===== src/rtl/pipelined_select_adder_pkg.sv =====
// Shared definitions for the pipelined carry-select adder/subtractor:
// operation encoding, default block size and the geometry legality check.
package adder_pkg;

  typedef enum logic {
    OP_ADD = 1'b0,
    OP_SUB = 1'b1
  } op_e;

  localparam int DEFAULT_BLOCK = 4;

  // The operand width must split into whole carry-select blocks.
  function automatic bit geometry_ok(input int width, input int block);
    return (block >= 1) && (width >= block) && ((width % block) == 0);
  endfunction

endpackage


===== src/rtl/pipelined_select_adder_if.sv =====
// Operand / result bus of the pipelined carry-select adder, with the
// valid/ready handshake on both sides.
interface pipelined_select_adder_if #(
  parameter int WIDTH = 16
);
  logic [WIDTH-1:0] A;
  logic [WIDTH-1:0] B;
  logic             Sub;
  logic             in_valid;
  logic             in_ready;
  logic [WIDTH-1:0] Sum;
  logic             CO;
  logic             OV;
  logic             out_valid;
  logic             out_ready;
  logic             busy;

  modport master (
    output A, B, Sub, in_valid, out_ready,
    input  in_ready, Sum, CO, OV, out_valid, busy
  );

  modport slave (
    input  A, B, Sub, in_valid, out_ready,
    output in_ready, Sum, CO, OV, out_valid, busy
  );
endinterface


===== src/rtl/pipelined_select_adder_select_block.sv =====
// One combinational carry-select block: two ripple adders (carry-in 0 and 1)
// followed by a mux on the real carry-in. Also reports the carry into the
// block MSB so the top can form signed overflow.
module select_block #(
  parameter int BLOCK = 4
) (
  input  logic [BLOCK-1:0] a,
  input  logic [BLOCK-1:0] b,
  input  logic             c_in,
  output logic [BLOCK-1:0] s,
  output logic             c_out,
  output logic             c_msb
);

  logic [BLOCK:0]   c0;
  logic [BLOCK:0]   c1;
  logic [BLOCK-1:0] s0;
  logic [BLOCK-1:0] s1;

  // Both speculative ripple chains, evaluated bit by bit.
  always_comb begin
    c0    = '0;
    c1    = '0;
    s0    = '0;
    s1    = '0;
    c1[0] = 1'b1;
    for (int i = 0; i < BLOCK; i++) begin
      s0[i]   = a[i] ^ b[i] ^ c0[i];
      c0[i+1] = (a[i] & b[i]) | (c0[i] & (a[i] ^ b[i]));
      s1[i]   = a[i] ^ b[i] ^ c1[i];
      c1[i+1] = (a[i] & b[i]) | (c1[i] & (a[i] ^ b[i]));
    end
  end

  assign s     = c_in ? s1 : s0;
  assign c_out = c_in ? c1[BLOCK] : c0[BLOCK];
  assign c_msb = c_in ? c1[BLOCK-1] : c0[BLOCK-1];

endmodule


===== src/rtl/pipelined_select_adder.sv =====
// Pipelined carry-select adder/subtractor. Stage k resolves one BLOCK-bit
// slice using the carry registered by stage k-1; unresolved operand bits
// travel down the pipe. A per-stage ready chain gives backpressure with
// bubble collapsing.
module pipelined_select_adder
  import adder_pkg::*;
#(
  parameter int WIDTH = 16,
  parameter int BLOCK = DEFAULT_BLOCK
) (
  input logic                     Clk,
  input logic                     Reset,
  pipelined_select_adder_if.slave bus
);

  localparam int NB = (BLOCK >= 1) ? (WIDTH / BLOCK) : 1;

  if (!geometry_ok(WIDTH, BLOCK)) begin : g_bad_geometry
    $error("pipelined_select_adder: WIDTH must be a positive multiple of BLOCK");
  end

  op_e              op;
  logic [WIDTH-1:0] bx_in;
  logic [NB-1:0]    v;
  logic [NB-1:0]    adv;

  // Subtraction is A + ~B + 1: invert B here, Sub becomes stage 0 carry-in.
  assign op    = op_e'(bus.Sub);
  assign bx_in = (op == OP_SUB) ? ~bus.B : bus.B;

  // Ready chain: a stage may load if it is empty or the one after it moves.
  always_comb begin
    adv       = '0;
    adv[NB-1] = bus.out_ready | ~v[NB-1];
    for (int k = NB - 2; k >= 0; k--) begin
      adv[k] = ~v[k] | adv[k+1];
    end
  end

  for (genvar k = 0; k < NB; k++) begin : g_stage
    localparam int RW = (k + 1) * BLOCK;      // resolved sum bits after this stage
    localparam int OW = WIDTH - k * BLOCK;    // operand bits still unresolved on entry

    logic [OW-1:0]    op_a;
    logic [OW-1:0]    op_b;
    logic             src_v;
    logic             blk_ci;
    logic [BLOCK-1:0] blk_s;
    logic             blk_co;
    logic             blk_cm;
    logic [RW-1:0]    src_sum;
    logic             v_d, v_q;
    logic             c_d, c_q;
    logic [RW-1:0]    sum_d, sum_q;

    if (k == 0) begin : g_src
      assign op_a    = bus.A;
      assign op_b    = bx_in;
      assign src_v   = bus.in_valid;
      assign blk_ci  = (op == OP_SUB);
      assign src_sum = blk_s;
    end else begin : g_src
      assign op_a    = g_stage[k-1].g_fwd.a_q;
      assign op_b    = g_stage[k-1].g_fwd.b_q;
      assign src_v   = g_stage[k-1].v_q;
      assign blk_ci  = g_stage[k-1].c_q;
      assign src_sum = {blk_s, g_stage[k-1].sum_q};
    end

    select_block #(.BLOCK(BLOCK)) u_blk (
      .a     (op_a[BLOCK-1:0]),
      .b     (op_b[BLOCK-1:0]),
      .c_in  (blk_ci),
      .s     (blk_s),
      .c_out (blk_co),
      .c_msb (blk_cm)
    );

    // Load from upstream when this stage advances, otherwise hold.
    always_comb begin
      v_d   = v_q;
      c_d   = c_q;
      sum_d = sum_q;
      if (adv[k]) begin
        v_d   = src_v;
        c_d   = blk_co;
        sum_d = src_sum;
      end
    end

    // Stage register: valid, resolved sum bits and outgoing carry.
    always_ff @(posedge Clk or posedge Reset) begin
      if (Reset) begin
        v_q   <= 1'b0;
        c_q   <= 1'b0;
        sum_q <= '0;
      end else begin
        v_q   <= v_d;
        c_q   <= c_d;
        sum_q <= sum_d;
      end
    end

    assign v[k] = v_q;

    if (k < NB - 1) begin : g_fwd
      localparam int UW = OW - BLOCK;
      logic [UW-1:0] a_d, a_q;
      logic [UW-1:0] b_d, b_q;

      // Carry the still-unresolved operand bits to the next stage.
      always_comb begin
        a_d = a_q;
        b_d = b_q;
        if (adv[k]) begin
          a_d = op_a[OW-1:BLOCK];
          b_d = op_b[OW-1:BLOCK];
        end
      end

      // Unresolved operand register.
      always_ff @(posedge Clk or posedge Reset) begin
        if (Reset) begin
          a_q <= '0;
          b_q <= '0;
        end else begin
          a_q <= a_d;
          b_q <= b_d;
        end
      end
    end else begin : g_last
      logic cm_d, cm_q;

      // Carry into the result MSB, needed only for signed overflow.
      always_comb begin
        cm_d = cm_q;
        if (adv[k]) begin
          cm_d = blk_cm;
        end
      end

      // MSB carry register.
      always_ff @(posedge Clk or posedge Reset) begin
        if (Reset) begin
          cm_q <= 1'b0;
        end else begin
          cm_q <= cm_d;
        end
      end
    end
  end

  assign bus.Sum       = g_stage[NB-1].sum_q;
  assign bus.CO        = g_stage[NB-1].c_q;
  assign bus.OV        = g_stage[NB-1].g_last.cm_q ^ g_stage[NB-1].c_q;
  assign bus.out_valid = v[NB-1];
  assign bus.in_ready  = adv[0];
  assign bus.busy      = |v;

endmodule


===== src/flat_wrapper.sv =====
// flat-port wrapper written by rule: the top's interface ports become plain ports
module pipelined_select_adder_flat import adder_pkg::*;
#(
  parameter int WIDTH = 16,
  parameter int BLOCK = DEFAULT_BLOCK
)
  (Clk, Reset, bus_A, bus_B, bus_Sub, bus_in_valid, bus_out_ready, bus_in_ready, bus_Sum, bus_CO, bus_OV, bus_out_valid, bus_busy);
  pipelined_select_adder_if #(.WIDTH(WIDTH)) bus_i ();
  input logic Clk;
  input logic Reset;
  input wire logic [$bits(bus_i.A)-1:0] bus_A;
  input wire logic [$bits(bus_i.B)-1:0] bus_B;
  input wire logic [$bits(bus_i.Sub)-1:0] bus_Sub;
  input wire logic [$bits(bus_i.in_valid)-1:0] bus_in_valid;
  input wire logic [$bits(bus_i.out_ready)-1:0] bus_out_ready;
  output wire logic [$bits(bus_i.in_ready)-1:0] bus_in_ready;
  output wire logic [$bits(bus_i.Sum)-1:0] bus_Sum;
  output wire logic [$bits(bus_i.CO)-1:0] bus_CO;
  output wire logic [$bits(bus_i.OV)-1:0] bus_OV;
  output wire logic [$bits(bus_i.out_valid)-1:0] bus_out_valid;
  output wire logic [$bits(bus_i.busy)-1:0] bus_busy;
  assign bus_i.A = bus_A;
  assign bus_i.B = bus_B;
  assign bus_i.Sub = bus_Sub;
  assign bus_i.in_valid = bus_in_valid;
  assign bus_i.out_ready = bus_out_ready;
  assign bus_in_ready = bus_i.in_ready;
  assign bus_Sum = bus_i.Sum;
  assign bus_CO = bus_i.CO;
  assign bus_OV = bus_i.OV;
  assign bus_out_valid = bus_i.out_valid;
  assign bus_busy = bus_i.busy;
  pipelined_select_adder #(.WIDTH(WIDTH), .BLOCK(BLOCK)) u_core (.Clk(Clk), .Reset(Reset), .bus(bus_i));
endmodule

===== config.mk =====
export PLATFORM = sky130hd
export DESIGN_NAME = pipelined_select_adder_flat
export DESIGN_NICKNAME = d
export VERILOG_FILES = /design/src/rtl/pipelined_select_adder_pkg.sv /design/src/rtl/pipelined_select_adder_if.sv /design/src/rtl/pipelined_select_adder_select_block.sv /design/src/rtl/pipelined_select_adder.sv /design/src/flat_wrapper.sv
export SDC_FILE = /design/constraint.sdc
export NUM_CORES = 1
export LEC_CHECK = 0
export ABC_AREA = 1
export CAP_MARGIN = 15
export CORE_AREA = 2 2 107 109
export DETAILED_ROUTE_END_ITERATION = 7
export DIE_AREA = 0 0 109 111
export PLACE_DENSITY = 0.68
export SLEW_MARGIN = 10
export SYNTH_ARGS = -nofsm -noshare
export SYNTH_HDL_FRONTEND = slang
export SYNTH_SLANG_ARGS = --single-unit

===== constraint.sdc =====
create_clock -name Clk -period 2.7 [get_ports Clk]
set_input_delay 0.405 -clock Clk [delete_from_list [all_inputs] [get_ports Clk]]
set_output_delay 0.405 -clock Clk [all_outputs]
set_load 0.01 [all_outputs]

==> results of run 1 <==
registers in the layout, indices dropped and copies added, names as in the netlist:
signal,flops
u_core.bus.CO,1
u_core.g_stage.c_q,3
u_core.g_stage.v_q,3
u_core.g_stage.g_fwd.a_q,24
u_core.g_stage.g_last.cm_q,1
u_core.bus.out_valid,1
u_core.bus.Sum,16
u_core.g_stage.g_fwd.b_q,24
u_core.g_stage.sum_q,24
through the flow:
stage | util [%] | std cells
2_1_floorplan | - | 470
3_3_place_gp | 45.18 | 656
3_5_place_dp | 45.18 | 656
4_1_cts | 48.29 | 672
5_1_grt | 48.29 | 672
6_report | 48.29 | 672
cell usage after synthesis, drive strengths merged:
library cell / count
a21oi: 3
buf: 16
clkbuf: 7
dfrtp: 97
fa: 12
ha: 6
inv: 29
mux2: 1
nand2: 229
nand3: 30
nand4: 2
nor2: 5
o21ai: 13
xnor2: 4
xor2: 16
kinds of logic after synthesis:
kind of cell	after synthesis	synth area share [%]
multiplexers	1	0.2627
AND/OR/NAND/NOR	266	24.46
AO/OA/AOI/OAI	16	1.868
XOR/XNOR	20	4.086
flip-flops	97	56.63
buffers and inverters	52	5.342
adder cells (fa/ha/maj)	18	7.355
worst register-to-register path, stage by stage (launching register included):
cell and delay (ns):
dfrtp_1 0.40, ha_1 0.20, nor2_1 0.10, a21oi_1 0.06, fa_1 0.38, fa_1 0.38
inv_1 0.08, fa_1 0.40, o21ai_0 0.18
power by group through the flow:
stage / sequential (uW) / combinational, uW / clock (uW)
2_1_floorplan: 2110 / 643 / 0
3_3_place_gp: 2110 / 1100 / 0
3_5_place_dp: 2130 / 1130 / 0
4_1_cts: 2100 / 1140 / 1460
5_1_grt: 2150 / 1300 / 1530
6_report: 2100 / 1120 / 1440
how the worst max path moves through the flow:
stage / end / slack (ns) / from / cells past startpoint
detailed placement: u_core.g_stage[0].sum_q[3] / 0.11 / bus_Sub / 8
finish: u_core.g_stage[2].sum_q[11] / 0.46 / u_core.g_stage[1].g_fwd.b_q[0] / 8
global route: u_core.g_stage[2].sum_q[11] / 0.31 / u_core.g_stage[1].g_fwd.b_q[0] / 8
global placement: u_core.g_stage[0].sum_q[3] / 0.16 / bus_Sub / 9
CTS: u_core.g_stage[2].sum_q[11] / 0.44 / u_core.g_stage[1].g_fwd.b_q[0] / 8
floorplan: u_core.g_stage[0].sum_q[3] / 0.40 / bus_Sub / 10
layer usage:
metal	global-route usage [%]	vias up	share of wire, %
met5	0	-	0
met1	21.87	1400	48
met3	2.704	15	4.8
met2	21.99	65	45
li1	-	1535	-
met4	5.812	0	2.1
cell usage in the layout, fill, tap and decap left out:
| cell | n |
|---|---|
| nor2_1 | 4 |
| o21ai_0 | 13 |
| xor2_1 | 16 |
| clkinvlp_4 | 3 |
| nand4_1 | 2 |
| xnor2_1 | 4 |
| nand3_2 | 1 |
| bufinv_16 | 3 |
| buf_4 | 8 |
| inv_1 | 28 |
| buf_12 | 1 |
| nand3_1 | 29 |
| mux2_2 | 1 |
| ha_1 | 6 |
| clkbuf_16 | 9 |
| nor2_4 | 1 |
| clkdlybuf4s50_1 | 57 |
| clkinv_2 | 1 |
| dfrtp_1 | 97 |
| a21oi_1 | 3 |
| clkinv_4 | 1 |
| nand2_1 | 229 |
| fa_1 | 12 |
area by class of cell:
cell class | count | share of cell area (%)
inverter | 29 | 2.105
timing repair buffer | 66 | 12.16
clock buffer | 9 | 4.211
tap | 143 | 3.345
clock inverter | 7 | 2.222
multi-input combinational | 321 | 30.57
sequential | 97 | 45.38
==> impl_metrics.tcl, run 1 <==
set metrics [dict create \
    syn_avg_cell_area_um2 9.120 \
    endpoint_kind "flip-flop" \
    grt_max_degree 58 \
    io_buffers 57 \
    ys_warn_count 0 \
    yosysUniqueCellTypes 19 \
    crit_arrival_ns 2.49 \
    hold_class "input pin to async pin" \
    fin_worst_skew_ns 0.007323 \
    synth_top_cell_area_share_pct 56.63 \
    drt_iter0_markers 131 \
    cts_max_level 3 \
    finalSetupViolCount 0 \
    drc 0 \
    post-route-cell-area_mm2 0.005349 \
    final-hold-violation-count 0 \
    rr_startpoint "u_core.g_stage[1].g_fwd.b_q[0]" \
    relSlewSlack_pct 53.61 \
    final_layout_size_suffix_gt1_share_pct 5.482 \
    ctsRootBufferMaster "clkbuf_16" \
    path_cells "ha_1 > nor2_1 > a21oi_1 > fa_1 > fa_1 > inv_1 > fa_1 > o21ai_0" \
    whs_ns 0.4634 \
    cp.buffers_inverters 1 \
    seq_area_frac_synth_pct 56.63 \
    grt_pass1_vias 3079 \
    worst_slack_ns 0.4605 \
    holdBufCountCts 0 \
    crit_required_ns 2.95 \
    path_common_cell "fa_1" \
    rows 39 \
    dp_slack_ns 0.1101 \
    critical_path.max_fanout 3 \
    finalNetCount 579 \
    reg2reg_depth 8 \
    path_clk_slew_ns 0.07 \
    dp_hpwl_um 5814 \
    synthesis.area_mm2 0.004287 \
    clock_latency_ns 0.33 \
    numCtsBuffers 9 \
    finalWirelength_um 8109 \
    p_sw_share_pct 29.13 \
    dieArea_mm2 0.01210 \
    p_int_uw 3299 \
    max_freq_mhz 446.5 \
    rr_endpoint "u_core.g_stage[2].sum_q[11]" \
    status "completed" \
    post-route-min-period_ns 2.240 \
    synth_largest_area_cell "dfrtp_1" \
    cts_resized 0 \
    worstMarginPinSlew_ns 0.6950 \
    slowest_delay_ns 0.40 \
    synth_nets 525 \
    fp.coreArea_mm2 0.01108 \
    peakVddDrop_v 0.0004043 \
    p_seq_share_pct 45.0 \
    die_w_um 109 \
    grt_usage_pct 14.93 \
    overflow 0 \
    synthCells 470 \
    p_switching_uw 1356 \
    ff_latch_area_mm2 0.002427 \
    slew_violations 0 \
    tritoncts "built" \
    io-pin-count 58 \
    tns_ns 0 \
    rrSetupSlack_ns 0.46 \
    critical_path_class "flip-flop to flip-flop" \
    die_h_um 111 \
    postRouteAntennaNets 0 \
    grt_pass1_wl_um 14440 \
    p_leak_uw 0.002719 \
    drv_cap 0 \
    clk_path_buf_depth 2 \
    ys_top_cells_by_area "dfrtp_1 (57%), nand2_1 (20%), fa_1 (5.6%), nand3_1 (3.4%), xor2_1 (3.3%)" \
    start_kind "flip-flop" \
    p_comb_share_pct 24.0 \
    avgViaCountPerCell 4.487 \
    n_fill_cell 1056 \
    initial_core_util_pct 38.70 \
    clkPwrFrac_pct 31.0 \
    final.period_utilization_pct 82.95 \
    crit_slowest_cell "dfrtp_1" \
    num_vias 3015 \
    fin_total_pwr_uw 4655 \
    multi_input_area_mm2 0.001635 \
    gp_congestion 0.7326 \
    antenna_found_initial 0 \
    ys_ff_latch 97 \
    power_density_mw_per_mm2 870.3 \
    drt_first_pass_iters 4 \
    crit_family "adder cells" \
    post_cts_buffers 0 \
    wl_per_cell_um 12.07 \
    area_growth_pct 24.78 \
    antenna_cells 0 \
    numClockSinks 97 \
    grt_setup_unrepaired "false" \
    post_dp_cell_area_mm2 0.005005 \
]
(Power assumes the default switching activity.)
==> inputs of run 2 (changes only) <==
--- a/config.mk
+++ b/config.mk
@@ -10,7 +10,7 @@
 export CORE_AREA = 2 2 107 109
 export DETAILED_ROUTE_END_ITERATION = 7
 export DIE_AREA = 0 0 109 111
-export PLACE_DENSITY = 0.68
+export PLACE_DENSITY = 0.65
 export SLEW_MARGIN = 10
 export SYNTH_ARGS = -nofsm -noshare
 export SYNTH_HDL_FRONTEND = slang
==> constraint.sdc (replaced) <==
create_clock -name Clk -period 2.1 [get_ports Clk]
set_input_delay 0.315 -clock Clk [delete_from_list [all_inputs] [get_ports Clk]]
set_output_delay 0.315 -clock Clk [all_outputs]
set_load 0.01 [all_outputs]
==> impl_metrics.tcl, run 2 (same netlist as run 1, synthesis figures left out) <==
set metrics [dict create \
    path_common_cell "inv_2" \
    final.period_utilization_pct 100.8 \
    crit_arrival_ns 2.35 \
    wl_per_cell_um 12.49 \
    drt_first_pass_iters 5 \
    final_layout_size_suffix_gt1_share_pct 10.80 \
    path_clk_slew_ns 0.07 \
    initial_core_util_pct 38.70 \
    power_density_mw_per_mm2 1135 \
    post-route-min-period_ns 2.117 \
    numCtsBuffers 9 \
    peakVddDrop_v 0.0005052 \
    finalSetupViolCount 2 \
    drc 0 \
    fin_worst_skew_ns 0.004205 \
    n_fill_cell 1030 \
    postRouteAntennaNets 0 \
    area_growth_pct 28.96 \
    p_switching_uw 1820 \
    fp.coreArea_mm2 0.01108 \
    fin_util_pct 49.90 \
    most-common-layout-cells "nand2_1 (229), dfrtp_1 (97), clkdlybuf4s50_1 (54), nand3_1 (29), inv_1 (23)" \
    grt_pass1_vias 3110 \
    clk_path_buf_depth 2 \
    avgViaCountPerCell 4.522 \
    finalWirelength_um 8496 \
    relSlewSlack_pct 61.45 \
    dp_slack_ns -0.3666 \
    biggestRegsByFlops "u_core.g_stage.g_fwd.a_q: 24 flops, u_core.g_stage.g_fwd.b_q: 24 flops, u_core.g_stage.sum_q: 24 flops" \
    p_sw_share_pct 29.02 \
    ff_latch_area_mm2 0.002427 \
    critical_path.max_fanout 2 \
    worstMarginPinSlew_ns 0.5777 \
    io-pin-count 58 \
    critical_path_class "flip-flop to flip-flop" \
    max_freq_mhz 472.3 \
    grt_max_degree 52 \
    ctsRootBufferMaster "clkbuf_16" \
    cts_max_level 3 \
    clkPwrFrac_pct 31.6 \
    path_cells "inv_2 > ha_4 > a21oi_4 > fa_2 > inv_2 > fa_2 > inv_2 > fa_1 > nand2_1 > nand2_1" \
    p_leak_uw 0.002782 \
    endpoint_kind "flip-flop" \
    antenna_found_initial 0 \
    layout_commonest_cell "nand2_1" \
    status "finished, violations left" \
    rr_startpoint "u_core.g_stage[2].g_fwd.b_q[0]" \
    violations "setup timing" \
    start_kind "flip-flop" \
    slowest_delay_ns 0.42 \
    die_h_um 111 \
    tritoncts "built" \
    finalNetCount 587 \
    num_vias 3075 \
    holdBufCountCts 0 \
    crit_slowest_cell "dfrtp_1" \
    hold_class "input pin to async pin" \
    multi_input_area_mm2 0.001719 \
    p_int_uw 4452 \
    slew_violations 0 \
    dp_hpwl_um 5756 \
    die_w_um 109 \
    crit_family "adder cells" \
    grt_setup_unrepaired "true" \
    cp.buffers_inverters 3 \
    dieArea_mm2 0.01210 \
    crit_required_ns 2.33 \
    gp_congestion 0.7104 \
    numClockSinks 97 \
    antenna_cells 0 \
    final-hold-violation-count 0 \
    startpoint "u_core.g_stage[2].g_fwd.b_q[0]" \
    drv_cap 0 \
    rows 39 \
    p_comb_share_pct 25.2 \
    drt_iter0_markers 147 \
    worst_slack_ns -0.01708 \
    overflow 0 \
    grt_pass1_wl_um 14480 \
    p_seq_share_pct 43.2 \
    io_buffers 57 \
    grt_usage_pct 15.04 \
    clock_latency_ns 0.34 \
]
run 2: worst paths after layout:
kind / slack, ns / end / cells past startpoint
max: -0.02 / u_core.bus.Sum[15] / 10
min: 0.35 / u_core.bus.Sum[14] / 2
max reg2reg: -0.02 / u_core.bus.Sum[15] / 10
min reg2reg: 0.47 / u_core.bus.Sum[10] / 2
max in group asynchronous: 1.14 / u_core.g_stage[0].sum_q[2] / 3
min in group Clk: 0.44 / u_core.g_stage[0].sum_q[0] / 5
run 2: what timing repair did:
item	CTS	global route
pin swaps	11	5
resized for setup	18	12
setup endpoints to repair	6	5
buffers inserted	1	3
run 2: area by class of cell:
type	count	share of cell area, %
Clock buffer	9	4.074
Multi-Input combinational cell	321	31.10
Timing Repair Buffer	74	13.08
Clock inverter	7	2.558
Sequential cell	97	43.91
Tap cell	143	3.237
Inverter	29	2.037
run 2: per-stage QoR:
stage | instances | hold slack, ns | instance area (um^2) | TNS [ns] | total power (uW)
after detailed placement | 660 | 0.4590 | 5047 | -1.071 | 4198
after global routing | 680 | 0.3919 | 5528 | -0.3219 | 6674
after floorplan | 470 | 0.4145 | 4307 | 0 | 3548
after CTS | 677 | 0.3632 | 5456 | -0.03680 | 6231
final | 680 | 0.3492 | 5528 | -0.02142 | 6272
after global placement | 660 | 0.4567 | 5047 | -0.8191 | 4136
run 2: worst reg2reg max path, stage by stage (launching register included):
cell	delay, ns
dfrtp_1	0.42
inv_2	0.08
ha_4	0.17
a21oi_4	0.15
fa_2	0.21
inv_2	0.04
fa_2	0.35
inv_2	0.06
fa_1	0.40
nand2_1	0.08
nand2_1	0.05
run 2: per-layer routing:
metal	track usage, %	vias to the layer above	share of wire (%)
met5	0	-	0
met4	6.581	0	1.9
li1	-	1554	-
met3	2.528	13	4.0
met2	22.44	61	46
met1	21.53	1447	48
run 2: power by group through the flow:
stage	Combinational, uW	Sequential (uW)	Clock, uW
3_5_place_dp	1480	2720	0
5_1_grt	1810	2780	2080
3_3_place_gp	1430	2700	0
2_1_floorplan	833	2710	0
4_1_cts	1530	2700	2010
6_report	1580	2710	1980
==> inputs of run 3 (changes only) <==
--- a/config.mk
+++ b/config.mk
@@ -7,10 +7,10 @@
 export LEC_CHECK = 0
 export ABC_AREA = 1
 export CAP_MARGIN = 15
-export CORE_AREA = 2 2 107 109
+export CORE_AREA = 2 2 127 92
 export DETAILED_ROUTE_END_ITERATION = 7
-export DIE_AREA = 0 0 109 111
-export PLACE_DENSITY = 0.65
+export DIE_AREA = 0 0 129 94
+export PLACE_DENSITY = 0.66
 export SLEW_MARGIN = 10
 export SYNTH_ARGS = -nofsm -noshare
 export SYNTH_HDL_FRONTEND = slang
==> impl_metrics.tcl, run 3 (same netlist as run 1, synthesis figures left out) <==
set metrics [dict create \
    area_growth_pct 27.52 \
    rows 32 \
    highest_layer "met4" \
    drv_cap 0 \
    die_h_um 94 \
    drt_first_pass_iters 4 \
    final_layout_size_suffix_gt1_share_pct 10.95 \
    endpoint_kind "flip-flop" \
    startpoint "u_core.g_stage[1].g_fwd.b_q[0]" \
    io-pin-count 58 \
    slew_violations 0 \
    num_vias 3051 \
    crit_arrival_ns 2.36 \
    most-common-layout-cells "nand2_1 (229), dfrtp_1 (97), clkdlybuf4s50_1 (54), nand3_1 (29), inv_1 (24)" \
    post-route-min-period_ns 2.094 \
    drc 0 \
    grt_pass1_vias 3040 \
    gp_congestion 0.7635 \
    hold_class "input pin to flip-flop" \
    worstMarginPinSlew_ns 0.5514 \
    clock_latency_ns 0.34 \
    n_fill_cell 1021 \
    initial_core_util_pct 39.51 \
    finalSetupViolCount 0 \
    critical_path.max_fanout 3 \
    rr_startpoint "u_core.g_stage[1].g_fwd.b_q[0]" \
    fin_total_pwr_uw 5939 \
    grt_pass1_wl_um 14280 \
    power_density_mw_per_mm2 1086 \
    overflow 0 \
    fin_worst_skew_ns 0.004094 \
    tritoncts "built" \
    wl_per_cell_um 12.15 \
    numClockSinks 97 \
    clk_path_buf_depth 2 \
    antenna_found_initial 0 \
    start_kind "flip-flop" \
    rr_endpoint "u_core.g_stage[2].sum_q[11]" \
    fp.coreArea_mm2 0.01085 \
    relSlewSlack_pct 63.20 \
    biggestRegsByFlops "u_core.g_stage.g_fwd.a_q: 24 flops, u_core.g_stage.g_fwd.b_q: 24 flops, u_core.g_stage.sum_q: 24 flops" \
    finalWirelength_um 8411 \
    ctsRootBufferMaster "clkbuf_16" \
    die_w_um 129 \
    finalNetCount 589 \
    final-hold-violation-count 0 \
    crit_required_ns 2.37 \
    io_buffers 57 \
    cts_max_level 3 \
    layout_commonest_cell "nand2_1" \
    drt_iter0_markers 254 \
    peakVddDrop_v 0.0004725 \
    p_leak_uw 0.002756 \
    cp-endpoint "u_core.g_stage[2].sum_q[11]" \
    path_clk_slew_ns 0.06 \
    avgViaCountPerCell 4.409 \
    reg2reg_depth 8 \
    grt_usage_pct 15.30 \
    dieArea_mm2 0.01213 \
    max_freq_mhz 477.6 \
    dp_hpwl_um 5847 \
    grt_setup_unrepaired "true" \
    numCtsBuffers 9 \
    final.period_utilization_pct 99.71 \
    m1WireLength_um 4455 \
    antenna_cells 0 \
    rrSetupSlack_ns 0.006 \
    dr_wl_met2_um 3449 \
    critical_path_class "flip-flop to flip-flop" \
    met3_length_um 414 \
    grt_max_degree 98 \
    tns_ns 0 \
    status "completed" \
    postRouteAntennaNets 0 \
]
[run 3: report_power, final]
part,leakage (uW),total [uW],internal (uW),switching [uW]
Combinational,0.00144,1620,814,806
Clock,0.000142,1600,934,663
Sequential,0.00117,2720,2380,346
Total,0.00276,5940,4120,1810
[run 3: routing by layer]
layer	up-vias	GRT usage (%)
li1	1561	-
met5	-	0
met4	0	5.435
met1	1411	22.54
met3	8	4.328
met2	71	21.52
[run 3: repair_timing]
action,in CTS,in global routing
hold buffers,0,0
endpoints found under the setup margin,6,5
gates resized for setup,17,13
hold endpoints to repair,0,0
buffers inserted,2,2
pin swaps,13,11
[run 3: cell type report]
cell class                 instances  area (um^2)  area share (%)
inverter                          29        112.6           2.060
multi-input combinational        321         1707           31.22
clock inverter                     1        7.507          0.1373
timing repair buffer              76        733.2           13.41
sequential                        97         2427           44.40
clock buffer                      15        287.8           5.264
tap                              153        191.4           3.502
[run 3: worst min-delay path by stage]
| stage | from | end | slack (ns) | cells after the start |
|---|---|---|---|---|
| finish | bus_B[0] | u_core.g_stage[0].sum_q[0] | 0.42 | 5 |
| floorplan | bus_in_valid | u_core.g_stage[0].v_q | 0.41 | 2 |
| detailed placement | u_core.bus.Sum[11] | u_core.bus.Sum[11] | 0.46 | 2 |
| global placement | u_core.bus.Sum[8] | u_core.bus.Sum[8] | 0.45 | 2 |
| global route | bus_B[0] | u_core.g_stage[0].sum_q[0] | 0.46 | 5 |
| CTS | u_core.bus.Sum[11] | u_core.bus.Sum[11] | 0.47 | 2 |
[run 3: critical path: stages, from the launching register on]
cell and delay (ns):
dfrtp_1 0.40, ha_2 0.19, nor2_2 0.11, a21oi_2 0.05
fa_2 0.34, fa_2 0.34, inv_2 0.06, fa_1 0.40
o21ai_1 0.13
[run 3: stage by stage]
stage	utilization [%]	hold slack, ns	cells	cell area (um^2)	worst slack, ns
6_report	50.38	0.4194	692	5466	0.006159
5_1_grt	50.38	0.4574	692	5466	-0.1057
4_1_cts	49.80	0.4741	690	5404	-0.03612
3_5_place_dp	46.66	0.4583	672	5062	-0.3671
3_3_place_gp	46.66	0.4531	672	5062	-0.3122
2_1_floorplan	-	0.4145	470	4307	0.006009
